$ cat src/rtl/mem_rr_arbiter_pkg.sv
// Shared types and defaults for the two-requester memory arbiter.
package mem_arb_pkg;
    localparam int ADDR_W_DEF = 10;
    localparam int DATA_W_DEF = 8;
    localparam int N_REQ      = 2;

    typedef enum logic [1:0] {IDLE, ISSUE, WAIT, DONE} state_t;
endpackage

$ cat src/rtl/mem_rr_arbiter_if.sv
// Requester handshakes plus memory pins, bundled for the arbiter port.
interface mem_rr_arbiter_if
    import mem_arb_pkg::*;
#(
    parameter int ADDR_W = ADDR_W_DEF,
    parameter int DATA_W = DATA_W_DEF
);
    logic              req0, wr0, ack0;
    logic [ADDR_W-1:0] addr0;
    logic [DATA_W-1:0] wdata0, rdata0;
    logic              req1, wr1, ack1;
    logic [ADDR_W-1:0] addr1;
    logic [DATA_W-1:0] wdata1, rdata1;
    logic              mem_en, mem_wr;
    logic [ADDR_W-1:0] mem_add;
    logic [DATA_W-1:0] mem_din, mem_dout;
    logic              busy, gnt_id;

    modport slave (
        input  req0, wr0, addr0, wdata0, req1, wr1, addr1, wdata1, mem_dout,
        output ack0, rdata0, ack1, rdata1, mem_en, mem_wr, mem_add, mem_din, busy, gnt_id
    );

    modport master (
        output req0, wr0, addr0, wdata0, req1, wr1, addr1, wdata1, mem_dout,
        input  ack0, rdata0, ack1, rdata1, mem_en, mem_wr, mem_add, mem_din, busy, gnt_id
    );
endinterface

$ cat src/rtl/mem_rr_arbiter_rr_pick2.sv
// Combinational 2-way round-robin picker: on a tie the non-last requester wins.
module rr_pick2 (
    input  logic [1:0] req,
    input  logic       last,
    output logic       valid,
    output logic       winner
);
    always_comb begin
        valid  = |req;
        winner = (&req) ? ~last : req[1];
    end
endmodule

$ cat src/rtl/mem_rr_arbiter.sv
// Serializes two requesters onto a single-port synchronous memory, one
// transaction at a time, with round-robin grant on ties.
module mem_rr_arbiter
    import mem_arb_pkg::*;
#(
    parameter int ADDR_W = ADDR_W_DEF,
    parameter int DATA_W = DATA_W_DEF
) (
    input logic             clk,
    input logic             rst,
    mem_rr_arbiter_if.slave bus
);
    state_t                        state_q, state_d;
    logic                          gnt_q, gnt_d, last_q, last_d;
    logic                          mem_en_q, mem_en_d, mem_wr_q, mem_wr_d;
    logic [ADDR_W-1:0]             mem_add_q, mem_add_d;
    logic [DATA_W-1:0]             mem_din_q, mem_din_d;
    logic [N_REQ-1:0]              ack_q, ack_d;
    logic [N_REQ-1:0][DATA_W-1:0]  rdata_q, rdata_d;
    logic                          pick_valid, pick_win;

    rr_pick2 u_pick (
        .req    ({bus.req1, bus.req0}),
        .last   (last_q),
        .valid  (pick_valid),
        .winner (pick_win)
    );

    always_comb begin
        state_d   = state_q;
        gnt_d     = gnt_q;
        last_d    = last_q;
        mem_en_d  = mem_en_q;
        mem_wr_d  = mem_wr_q;
        mem_add_d = mem_add_q;
        mem_din_d = mem_din_q;
        ack_d     = '0;
        rdata_d   = rdata_q;
        case (state_q)
            IDLE: if (pick_valid) begin
                gnt_d     = pick_win;
                last_d    = pick_win;
                mem_en_d  = 1'b1;
                mem_wr_d  = pick_win ? bus.wr1    : bus.wr0;
                mem_add_d = pick_win ? bus.addr1  : bus.addr0;
                mem_din_d = pick_win ? bus.wdata1 : bus.wdata0;
                state_d   = ISSUE;
            end
            ISSUE: begin
                // mem_wr_q still holds the op kind here; address/data are left parked
                mem_en_d = 1'b0;
                mem_wr_d = 1'b0;
                if (mem_wr_q) begin
                    ack_d[gnt_q] = 1'b1;
                    state_d      = DONE;
                end else begin
                    state_d = WAIT;
                end
            end
            WAIT: begin
                rdata_d[gnt_q] = bus.mem_dout;
                ack_d[gnt_q]   = 1'b1;
                state_d        = DONE;
            end
            DONE:    state_d = IDLE;
            default: state_d = IDLE;
        endcase
    end

    always_ff @(posedge clk or posedge rst) begin
        if (rst) begin
            state_q   <= IDLE;
            gnt_q     <= 1'b0;
            last_q    <= 1'b1;
            mem_en_q  <= 1'b0;
            mem_wr_q  <= 1'b0;
            mem_add_q <= '0;
            mem_din_q <= '0;
            ack_q     <= '0;
            rdata_q   <= '0;
        end else begin
            state_q   <= state_d;
            gnt_q     <= gnt_d;
            last_q    <= last_d;
            mem_en_q  <= mem_en_d;
            mem_wr_q  <= mem_wr_d;
            mem_add_q <= mem_add_d;
            mem_din_q <= mem_din_d;
            ack_q     <= ack_d;
            rdata_q   <= rdata_d;
        end
    end

    assign bus.mem_en  = mem_en_q;
    assign bus.mem_wr  = mem_wr_q;
    assign bus.mem_add = mem_add_q;
    assign bus.mem_din = mem_din_q;
    assign bus.ack0    = ack_q[0];
    assign bus.ack1    = ack_q[1];
    assign bus.rdata0  = rdata_q[0];
    assign bus.rdata1  = rdata_q[1];
    assign bus.busy    = (state_q != IDLE);
    assign bus.gnt_id  = gnt_q;
endmodule

$ cat src/flat_wrapper.sv
// flat-port wrapper written by rule: the top's interface ports become plain ports
module mem_rr_arbiter_flat import mem_arb_pkg::*;
#(
    parameter int ADDR_W = ADDR_W_DEF,
    parameter int DATA_W = DATA_W_DEF
)
  (clk, rst, bus_req0, bus_wr0, bus_addr0, bus_wdata0, bus_req1, bus_wr1, bus_addr1, bus_wdata1, bus_mem_dout, bus_ack0, bus_rdata0, bus_ack1, bus_rdata1, bus_mem_en, bus_mem_wr, bus_mem_add, bus_mem_din, bus_busy, bus_gnt_id);
  mem_rr_arbiter_if #(.ADDR_W(ADDR_W), .DATA_W(DATA_W)) bus_i ();
  input logic clk;
  input logic rst;
  input wire logic [$bits(bus_i.req0)-1:0] bus_req0;
  input wire logic [$bits(bus_i.wr0)-1:0] bus_wr0;
  input wire logic [$bits(bus_i.addr0)-1:0] bus_addr0;
  input wire logic [$bits(bus_i.wdata0)-1:0] bus_wdata0;
  input wire logic [$bits(bus_i.req1)-1:0] bus_req1;
  input wire logic [$bits(bus_i.wr1)-1:0] bus_wr1;
  input wire logic [$bits(bus_i.addr1)-1:0] bus_addr1;
  input wire logic [$bits(bus_i.wdata1)-1:0] bus_wdata1;
  input wire logic [$bits(bus_i.mem_dout)-1:0] bus_mem_dout;
  output wire logic [$bits(bus_i.ack0)-1:0] bus_ack0;
  output wire logic [$bits(bus_i.rdata0)-1:0] bus_rdata0;
  output wire logic [$bits(bus_i.ack1)-1:0] bus_ack1;
  output wire logic [$bits(bus_i.rdata1)-1:0] bus_rdata1;
  output wire logic [$bits(bus_i.mem_en)-1:0] bus_mem_en;
  output wire logic [$bits(bus_i.mem_wr)-1:0] bus_mem_wr;
  output wire logic [$bits(bus_i.mem_add)-1:0] bus_mem_add;
  output wire logic [$bits(bus_i.mem_din)-1:0] bus_mem_din;
  output wire logic [$bits(bus_i.busy)-1:0] bus_busy;
  output wire logic [$bits(bus_i.gnt_id)-1:0] bus_gnt_id;
  assign bus_i.req0 = bus_req0;
  assign bus_i.wr0 = bus_wr0;
  assign bus_i.addr0 = bus_addr0;
  assign bus_i.wdata0 = bus_wdata0;
  assign bus_i.req1 = bus_req1;
  assign bus_i.wr1 = bus_wr1;
  assign bus_i.addr1 = bus_addr1;
  assign bus_i.wdata1 = bus_wdata1;
  assign bus_i.mem_dout = bus_mem_dout;
  assign bus_ack0 = bus_i.ack0;
  assign bus_rdata0 = bus_i.rdata0;
  assign bus_ack1 = bus_i.ack1;
  assign bus_rdata1 = bus_i.rdata1;
  assign bus_mem_en = bus_i.mem_en;
  assign bus_mem_wr = bus_i.mem_wr;
  assign bus_mem_add = bus_i.mem_add;
  assign bus_mem_din = bus_i.mem_din;
  assign bus_busy = bus_i.busy;
  assign bus_gnt_id = bus_i.gnt_id;
  mem_rr_arbiter #(.ADDR_W(ADDR_W), .DATA_W(DATA_W)) u_core (.clk(clk), .rst(rst), .bus(bus_i));
endmodule
$ cat config.mk
export PLATFORM = sky130hd
export DESIGN_NAME = mem_rr_arbiter_flat
export DESIGN_NICKNAME = d
export VERILOG_FILES = /design/src/rtl/mem_rr_arbiter_pkg.sv /design/src/rtl/mem_rr_arbiter_if.sv /design/src/rtl/mem_rr_arbiter_rr_pick2.sv /design/src/rtl/mem_rr_arbiter.sv /design/src/flat_wrapper.sv
export SDC_FILE = /design/constraint.sdc
export NUM_CORES = 1
export LEC_CHECK = 0
export ABC_AREA = 1
export BUFFER_PORTS_ARGS = -buffer_cell sky130_fd_sc_hd__buf_2
export CAP_MARGIN = 10
export CORE_MARGIN = 4
export CORE_UTILIZATION = 25
export CTS_CLUSTER_DIAMETER = 150
export DETAILED_ROUTE_END_ITERATION = 8
export HOLD_SLACK_MARGIN = 0.02
export PLACE_DENSITY = 0.56
export RECOVER_POWER = 100
export SYNTH_ARGS = -nofsm -noshare
export SYNTH_HDL_FRONTEND = slang
export SYNTH_SLANG_ARGS = --single-unit
$ cat constraint.sdc
create_clock -name clk -period 1.5 [get_ports clk]
set_clock_uncertainty 0.15 [all_clocks]
set_input_delay 0.075 -clock clk [delete_from_list [all_inputs] [get_ports clk]]
set_output_delay 0.075 -clock clk [all_outputs]
set_load 0.05 [all_outputs]
# [After elaboration in Yosys (flattened, before gate mapping)]
# Index checks and enable logic that the tools add are counted.
[word_totals] reg_bits=42 input_bits=50 out_inout_bits=40 word_cells=43
[op_classes] magnitude_cmp=2 eq_ne=4 n_mux=18 n_bitwise=1 reduce_logical=8
[op_table] cell="$bwmux 16" n=1
[op_table] cell="$mux 8" n=2
[op_table] cell="$mux 10" n=1
[op_table] cell="$demux 8 s1" n=1
[op_table] cell="$pmux 2 s4" n=1
[op_table] cell="$mux 1" n=6
[op_table] cell="$reduce_and 2->1" n=3
[op_table] cell="$eq 2x2->1 const B" n=2
[op_table] cell="$mux 2" n=2
[op_table] cell="$pmux 1 s2" n=2
[op_table] cell="$pmux 2 s2" n=1
[op_table] cell="$reduce_bool 2->1" n=2
[op_table] cell="$eq 2x1->1 const B" n=1
[op_table] cell="$logic_not 2->1" n=1
[op_table] cell="$lt 1x2->1 const B" n=1
[op_table] cell="$ne 2x1->1 const B" n=1
[op_table] cell="$reduce_or 2->1" n=1
[op_table] cell="$demux 1 s1" n=1
[op_table] cell="$ge 1x1->1 const B" n=1
[op_table] cell="$logic_and 1x1->1" n=1
[op_table] cell="$not 1->1" n=1

# [Depth between registers and ports, before layout]
# Gate-level depths: netlist of the first run.
[logic_depth] depth_word=6 mapped_depth=7 ltp_nobuf=6

# [By module]
# Synthesis of the first run repeated with hierarchy kept, for this count alone.
[unflattened] hier_cells=248 hier_area_um2=1924.3
[by_module_without_submodules] module="mem_rr_arbiter" instances=1 cells_per_inst=245 area_per_inst_um2=1909.3 seq_area_each_um2=1052.3
[by_module_without_submodules] module="rr_pick2" instances=1 cells_per_inst=3 area_per_inst_um2=15.0 seq_area_each_um2=0.0

# [Worst setup path after synthesis of the first run]
# Ideal clock, no wire load.
[synth_timing] kind="reg-to-reg" startpoint="reg u_core.state_q[0]" endpoint="reg u_core.mem_add_q[0], in the netlist u_core.bus.mem_add[0]" setup_ns=0.066 arrival_ns=1.363 required_time_ns=1.284 setup_slack_ns=-0.079 stages_incl_launch_ff=8 synth_period_minus_slack_ns=1.579 path_cell_list="dfrtp_1 inv_1 ha_1 inv_2 nor2_4 buf_4 nand3_1 nand2_1"
[synth_via] elab_chain_cells=2
[synth_lines] element="start, declared" line_no="mem_rr_arbiter.sv:13" text="state_t state_q, state_d;"
[synth_lines] element="start signal, assigned" line_no="mem_rr_arbiter.sv:82" text="state_q <= state_d;"
[synth_lines] element="$logic_not 2->1" line_no="mem_rr_arbiter.sv:39" text="case (state_q)"
[synth_lines] element="$reduce_and 2->1 (no line)"
[synth_lines] element="end signal, assigned" line_no="mem_rr_arbiter.sv:87" text="mem_add_q <= mem_add_d;"
[synth_lines] element="end, declared" line_no="mem_rr_arbiter.sv:16" text="logic [ADDR_W-1:0] mem_add_q, mem_add_d;"
# No other way between the ends.
# A chain may end at the register's enable or synchronous reset.

# [Worst setup path in the final report of the first run]
[layout_timing] startpoint="reg u_core.state_q[0]" endpoint="out bus_busy"
[layout_via] elab_chain_cells=1
[layout_lines] element="$reduce_bool 2->1" line_no="mem_rr_arbiter.sv:102" text="assign bus.busy = (state_q != IDLE);"
[layout_lines] element="end, declared" line_no="flat_wrapper.sv:28" text="output wire logic [$bits(bus_i.busy)-1:0] bus_busy;"
# No other way between the ends.

==> results_dict.tcl, run 1 <==
set metrics [dict create \
    path_cells "inv_2 -> ha_4 -> inv_4 -> buf_4" \
    fin_setup_tns_ns 0 \
    worst_hold_path_type "in -> async" \
    wl_um 6251 \
    gp_congestion 0.7702 \
    final_nets 443 \
    status "completed" \
    synth_top_area_frac 0.5154 \
    final_cell_mix "86 x nand2_1, 49 x dlygate4sd3_1, 48 x buf_2" \
    num_vias 2111 \
    power.total_uw 7118 \
    drt_first_iter_violations 47 \
    drc 0 \
    core_area_sq_um 7727 \
    yosysSeqAreaShare 0.5286 \
    max_stage_delay_ns 0.41 \
    firstDrtPassIters 4 \
    slew_headroom 0.5487 \
    slowest_stage "dfrtp_1" \
    insertion_delay_ns 0.29 \
    initial_utilization 0.2576 \
    clk_path_buf_depth 2 \
    num_rows 32 \
    cts_tree "built" \
    n_fill_cell 753 \
    fp.dieW_um 97.24 \
    grt_pass1_vias 2202 \
    final_common_cell "nand2_1" \
    path_max_fanout 4 \
    setup_ws_ns 0.06583 \
    grt_antenna_before_repair 0 \
    synthesis.nets 297 \
    drive_above_1_share 0.2615 \
    overflow 0 \
    worstPathRequired_ns 1.27 \
    io_pins 90 \
    synth.distinct_cells 18 \
    die_y_um 97.24 \
    cts_root_buf "clkbuf_8" \
    setup_violations 0 \
    syn2layout_area_growth_pct 62.35 \
    syn_avg_cell_area_sq_um 8.192 \
    tightest_slew_ns 0.6761 \
    wl_per_cell_um 12.71 \
    finalCritPeriodShare 0.9561 \
    sequentialPowerShare 0.286 \
    critPathLaunchType "register" \
    end_kind "primary output" \
    vdd.ir_drop.worst_mv 1.224 \
    period_minus_slack_ns 1.434 \
    synth_top_area_cell "dfrtp_1" \
    clockPowerShare 0.125 \
    grt_max_degree 27 \
    leakagePower_uw 0.001721 \
    io_buffers 89 \
    netlist_instances 243 \
    postRouteAntennaNets 0 \
    cts_made_buffers 5 \
    switching_share 0.5360 \
    ys_seq_elements 42 \
    dp_slack_ns 0.04760 \
    cap_violations 0 \
    grtUsageTotal 0.1350 \
    numClockSinks 42 \
    synth_area_leaders "dfrtp_1 52%, nand2_1 16%, nand3b_1 6.8%" \
    report.final.slew_viol_count 0 \
    grt_pass1_wl_um 10540 \
    path_class "reg -> out" \
    hold_viol_final 0 \
    rsz0062_at_grt "false" \
    power_frac_comb 0.589 \
    p_sw_uw 3815 \
    yosys_warnings 0 \
    dp_hpwl_um 4032 \
    power.density_nw_per_um2 2202 \
    rrSetupSlack_ns 0.08 \
    path_clk_slew_ns 0.08 \
    h-tree-depth 2 \
    clock.fmax_mhz 697.3 \
    viasPerCell 4.291 \
    n_antenna_cell 0 \
    cellInternalPower_uw 3302 \
    die-area_sq_um 9455 \
    syn_area_sq_um 1991 \
    arrival_ns 1.21 \
]
area by class of cell:
cell class	instances	area, sq um	share of cell area
multi-input cells	159	789.5	0.2443
clock buffers	6	72.57	0.02245
flip-flops and latches	42	1052	0.3256
repair buffers	149	1030	0.3186
inverters	32	122.6	0.03794
well taps	102	127.6	0.03949
clock inverters	2	37.54	0.01161
worst paths after layout:
path,start,end,depth (start not counted)
max in group asynchronous,rst,u_core.last_q,4
min,rst,u_core.bus.rdata0[1],3
min in group clk,u_core.last_q,u_core.last_q,2
max,u_core.state_q[0],bus_busy,4
max reg2reg,u_core.state_q[1],u_core.bus.mem_en,6
min reg2reg,u_core.last_q,u_core.last_q,2
cells in the mapped netlist:
| cell | count |
|---|---|
| nand2_1 | 86 |
| dfrtp_1 | 41 |
| inv_1 | 30 |
| nand3_1 | 22 |
| nand3b_1 | 18 |
| o21ai_1 | 18 |
| buf_2 | 7 |
| ha_1 | 4 |
| nor3_1 | 3 |
| o21ai_0 | 3 |
| clkbuf_1 | 2 |
| inv_2 | 2 |
| nor2_1 | 2 |
| a21oi_1 | 1 |
| buf_4 | 1 |
| dfstp_2 | 1 |
| nand2_2 | 1 |
| nor2_4 | 1 |
registers in the layout, indices dropped and copies added (netlist names):
name                cells
u_core.bus.mem_wr       1
u_core.bus.mem_add     10
u_core.state_q          2
u_core.bus.mem_din      8
u_core.bus.mem_en       1
u_core.bus.gnt_id       1
u_core.last_q           1
u_core.ack_q            2
u_core.bus.rdata1       8
u_core.bus.rdata0       8
worst max-delay path: cells and delay by family (launching register included):
kind	cells	cell delay, ns
fa+ha+maj	1	0.17
buf+inv	3	0.34
flops	1	0.41
stage by stage:
step	instances	cell area, sq um	utilization	hold slack [ns]
after CTS	491	3236	0.4187	0.1512
after detailed placement	434	2623	0.3394	-0.07280
after floorplan	243	1996	-	0.07343
after global routing	492	3232	0.4182	0.3359
after global placement	434	2623	0.3394	-0.07374
final	492	3232	0.4182	0.2701
repair_timing:
item,in CTS,in global routing
setup endpoints to repair,1,18
hold buffers,49,0
gates resized for setup,3,1
buffers inserted,0,1
cloned,0,0
hold endpoints to repair,79,0
logic make-up (layout without fill, tap and decap cells):
kind of cell,count (synthesis),after routing,synth area share
DFF,42,42,0.5286
adders and majority gates,4,4,0.02514
buffers and inverters,42,189,0.08548
AOI/OAI and AO/OA,22,22,0.05531
and+or+nand+nor,133,133,0.3055
routing by layer:
metal | global-route usage | vias to the layer above | part of all wire
li1 | - | 1056 | -
met1 | 0.1479 | 975 | 0.40
met3 | 0.03733 | 17 | 0.054
met4 | 0.05218 | 0 | 0.028
met5 | 0 | - | 0
met2 | 0.2463 | 63 | 0.52
power groups by stage:
| stage | Combinational [uW] | Sequential, uW | Clock [uW] |
|---|---|---|---|
| after floorplan | 1240 | 3790 | 0 |
| after global placement | 4060 | 2040 | 0 |
| after detailed placement | 4130 | 2020 | 0 |
| after CTS | 4270 | 2020 | 927 |
| after global routing | 4550 | 2100 | 973 |
| final | 4190 | 2040 | 892 |
(Power assumes the default switching activity.)
==> inputs of run 2 (changes only) <==
CAP_MARGIN = not set   (was 10)
CORE_UTILIZATION = 42   (was 25)
PLACE_DENSITY = 0.82   (was 0.56)
==> results_dict.tcl, run 2 (same netlist as run 1, synthesis figures left out) <==
set metrics [dict create \
    fin_setup_tns_ns 0 \
    post_cts_buffers 0 \
    path_clk_slew_ns 0.07 \
    grt_antenna_before_repair 0 \
    rrSetupSlack_ns 0.10 \
    end_kind "primary output" \
    drc 0 \
    grt_max_degree 24 \
    core_area_sq_um 4474 \
    rsz0062_at_grt "true" \
    wl_um 6178 \
    io_pins 90 \
    min_from "bus_req0" \
    leakagePower_uw 0.001676 \
    report.final.slew_viol_count 0 \
    fin_area_sq_um 3110 \
    rr_worst_depth 5 \
    cap_violations 0 \
    setup_violations 0 \
    die_y_um 76.85 \
    path_cells "inv_2 -> ha_4 -> inv_2 -> buf_6" \
    vdd.ir_drop.worst_mv 1.692 \
    r2r-start "u_core.state_q[1]" \
    wl_per_cell_um 13.98 \
    setup_ws_ns 0.05677 \
    power.density_nw_per_um2 2218 \
    placedCellCount 386 \
    io_buffers 89 \
    hold_viol_final 0 \
    drive_above_1_share 0.2410 \
    placed_cell_area_sq_um 2571 \
    cts_tree "built" \
    status "completed" \
    fp.dieW_um 76.85 \
    slew_headroom 0.5838 \
    gp_congestion 0.7459 \
    overflow 0 \
    insertion_delay_ns 0.29 \
    power.total_uw 6898 \
    grt_pass1_vias 2234 \
    postRouteAntennaNets 0 \
    slowest_stage "dfrtp_1" \
    num_rows 24 \
    arrival_ns 1.22 \
    num_vias 2156 \
    holdPathStages 4 \
    hold_end "u_core.state_q[1]" \
    viasPerCell 4.878 \
    final_cell_mix "86 x nand2_1, 48 x dlygate4sd3_1, 48 x buf_2" \
    clk_path_buf_depth 2 \
    cts_root_buf "clkbuf_8" \
    path_class "reg -> out" \
    cts_made_buffers 5 \
    clock.fmax_mhz 692.9 \
    n_antenna_cell 0 \
    initial_utilization 0.4449 \
    syn2layout_area_growth_pct 56.25 \
    final_nets 443 \
    tightest_slew_ns 0.6270 \
    dp_hpwl_um 3820 \
    final_common_cell "nand2_1" \
    drt_first_iter_violations 107 \
    path_max_fanout 4 \
    numClockSinks 42 \
    final_cells 442 \
    grtUsageTotal 0.2186 \
    reg2reg_to "u_core.ack_q[0]" \
    worstPathRequired_ns 1.27 \
    h-tree-depth 2 \
    die-area_sq_um 5905 \
    largest_register_ff_count 10 \
    crit_top_cell "inv_2" \
    firstDrtPassIters 4 \
    dp_slack_ns 0.04214 \
    finalCritPeriodShare 0.9622 \
    max_stage_delay_ns 0.40 \
    worst_hold_path_type "in -> reg" \
    period_minus_slack_ns 1.443 \
    critPathLaunchType "register" \
    n_fill_cell 339 \
    grt_pass1_wl_um 10260 \
]
[run 2: cell types whose count changed in the layout (fill, tap and decap cells not counted), sizes merged]
cell	change
buf	-2
bufinv	-1
clkbuf	+4
clkinv	+2
clkinvlp	-1
dlygate4sd3	-1
inv	-1
[run 2: where the power goes]
group          total [uW]  switching, uW  internal, uW  leakage [uW]
Combinational        4110           3080          1030       0.00111
Clock                 734            362           371     0.0000482
Sequential           2050            344          1710      0.000514
Total                6900           3790          3110       0.00168
[run 2: how the worst max path moves through the flow]
| stage | start | endpoint | slack (ns) | cells after the start |
|---|---|---|---|---|
| after floorplan | u_core.state_q[0] | u_core.bus.mem_add[0] | 0.005 | 7 |
| after global placement | u_core.state_q[0] | u_core.bus.mem_en | 0.09 | 6 |
| after detailed placement | u_core.state_q[0] | u_core.bus.mem_en | 0.04 | 6 |
| after CTS | u_core.state_q[0] | bus_busy | 0.01 | 4 |
| after global routing | u_core.state_q[1] | u_core.ack_q[0] | -0.01 | 5 |
| final | u_core.state_q[0] | bus_busy | 0.06 | 4 |
[run 2: repair_timing]
item,CTS,global route
endpoints found under the setup margin,1,33
hold buffers,48,0
resized for setup,2,6
endpoints found under the hold margin,78,0
[run 2: per-layer routing]
layer	vias up	track usage	share of wire
met1	981	0.2279	0.38
met5	-	0	0
met3	30	0.05386	0.063
met4	0	0.1286	0.050
li1	1053	-	-
met2	92	0.3946	0.51
[run 2: through the flow]
stage	util	hold WS, ns
after floorplan	-	0.07343
after global placement	0.5747	-0.03479
final	0.6952	0.05476
after detailed placement	0.5747	-0.02313
after global routing	0.6952	0.08108
after CTS	0.7053	0.07401
[run 2: cell type report]
class | instances | area, sq um | share of cell area
clock buffers | 7 | 86.33 | 0.02776
flip-flops and latches | 42 | 1052 | 0.3383
well taps | 52 | 65.06 | 0.02092
multi-input cells | 159 | 793.3 | 0.2550
inverters | 32 | 120.1 | 0.03862
clock inverters | 1 | 5.005 | 0.001609
repair buffers | 149 | 988.4 | 0.3178
[run 2: critical path, delay by kind of cell, from the launching register on]
family | cells | cell delay [ns]
flops | 1 | 0.40
buf+inv | 3 | 0.36
fa+ha+maj | 1 | 0.17
==> inputs of run 3 (changes only) <==
PLACE_DENSITY = 0.75   (was 0.82)
==> results_dict.tcl, run 3 (same netlist as run 1, synthesis figures left out) <==
set metrics [dict create \
    path_cells "inv_2 -> ha_4 -> inv_4 -> buf_4" \
    critPathLaunchType "register" \
    fin_area_sq_um 3136 \
    power.total_uw 6987 \
    finalCritPeriodShare 0.9589 \
    holdPathStages 4 \
    io_buffers 89 \
    max_stage_delay_ns 0.40 \
    insertion_delay_ns 0.29 \
    cellInternalPower_uw 3166 \
    largest_register_ff_count 10 \
    hold_viol_final 0 \
    postRouteAntennaNets 0 \
    gp_congestion 0.7914 \
    slowest_stage "dfrtp_1" \
    final_common_cell "nand2_1" \
    grt_max_degree 43 \
    drt_first_iter_violations 162 \
    grtUsageTotal 0.2152 \
    clock.fmax_mhz 695.2 \
    h-tree-depth 2 \
    final_nets 441 \
    p_sw_uw 3821 \
    die-area_sq_um 5905 \
    setup_violations 0 \
    num_vias 2097 \
    slew_headroom 0.5843 \
    firstDrtPassIters 4 \
    arrival_ns 1.21 \
    sequentialPowerShare 0.292 \
    io_pins 90 \
    tightest_slew_ns 0.6263 \
    initial_utilization 0.4449 \
    n_fill_cell 364 \
    drc 0 \
    clk_path_buf_depth 2 \
    rr_worst_depth 6 \
    placed_cell_area_sq_um 2574 \
    final_cell_mix "86 x nand2_1, 49 x buf_2, 48 x dlygate4sd3_1" \
    switching_share 0.5469 \
    numClockSinks 42 \
    grt_pass1_vias 2103 \
    rsz0062_at_grt "false" \
    path_clk_slew_ns 0.08 \
    path_max_fanout 5 \
    num_rows 24 \
    wl_um 6196 \
    path_class "reg -> out" \
    overflow 0 \
    dp_hpwl_um 3738 \
    core_area_sq_um 4474 \
    grt_pass1_wl_um 10190 \
    clockPowerShare 0.109 \
    period_minus_slack_ns 1.438 \
    end_kind "primary output" \
    vdd.ir_drop.worst_mv 1.430 \
    cts_made_buffers 5 \
    cts_root_buf "clkbuf_8" \
    status "completed" \
    fin_setup_tns_ns 0 \
    worstPathRequired_ns 1.27 \
    power.density_nw_per_um2 2228 \
    power_frac_comb 0.600 \
    viasPerCell 4.755 \
    drive_above_1_share 0.2345 \
    wl_per_cell_um 14.05 \
    fp.dieW_um 76.85 \
    die_y_um 76.85 \
    cts_tree "built" \
    cap_violations 0 \
    worst_hold_path_type "in -> reg" \
    grt_antenna_before_repair 0 \
    leakagePower_uw 0.001678 \
    syn2layout_area_growth_pct 57.51 \
    report.final.slew_viol_count 0 \
]
## run 3: final timing paths
| check | startpoint | to | slack [ns] |
|---|---|---|---|
| max reg2reg | u_core.state_q[0] | u_core.bus.rdata1[7] | 0.11 |
| max in group asynchronous | rst | u_core.bus.mem_din[2] | 0.49 |
| max | u_core.state_q[1] | bus_busy | 0.06 |
| min reg2reg | u_core.last_q | u_core.last_q | 0.33 |
| min | bus_req0 | u_core.state_q[1] | 0.08 |
| min in group asynchronous | rst | u_core.bus.rdata0[0] | 0.34 |
## run 3: through the flow
stage	std cells	hold WS, ns	util	worst slack [ns]
global route	440	0.09385	0.7002	0.008365
CTS	439	0.05388	0.7067	0.04005
finish	441	0.07540	0.7008	0.06163
global placement	383	-0.02888	0.5752	0.09367
floorplan	243	0.07343	-	0.004988
detailed placement	383	-0.02552	0.5752	0.02860
## run 3: per-layer routing
layer	vias to the layer above	share of wire	track usage
li1	1050	-	-
met1	942	0.43	0.2581
met2	93	0.49	0.3772
met3	12	0.069	0.05738
met4	0	0.015	0.06159
met5	-	0	0
## run 3: timing repair
item | 4_1_cts | 5_1_grt
endpoints found under the hold margin | 79 | 0
cloned | 0 | 0
endpoints found under the setup margin | 1 | 7
hold buffers | 48 | 0
gates resized for setup | 4 | 1
setup buffers | 0 | 1
## run 3: worst max-delay path: cells and delay by family (launching register included)
kind,cells,cell delay [ns]
buffers and inverters,3,0.35
flip-flops,1,0.40
adder cells (fa/ha/maj),1,0.17
## run 3: area by class of cell
type | count | area [sq um] | area share
diodes | 1 | 2.502 | 0.0007981
clock buffers | 6 | 82.58 | 0.02634
clock inverters | 2 | 12.51 | 0.003990
inverters | 32 | 122.6 | 0.03911
multi-input cells | 159 | 785.8 | 0.2506
flip-flops and latches | 42 | 1052 | 0.3356
well taps | 52 | 65.06 | 0.02075
repair buffers | 147 | 1012 | 0.3228
## run 3: power groups by stage
| stage | Clock (uW) | Combinational (uW) | Sequential [uW] |
|---|---|---|---|
| after global placement | 0 | 4040 | 2030 |
| after detailed placement | 0 | 4150 | 2020 |
| after floorplan | 0 | 1240 | 3790 |
| final | 760 | 4190 | 2040 |
| after CTS | 788 | 4290 | 2020 |
| after global routing | 829 | 4490 | 2100 |
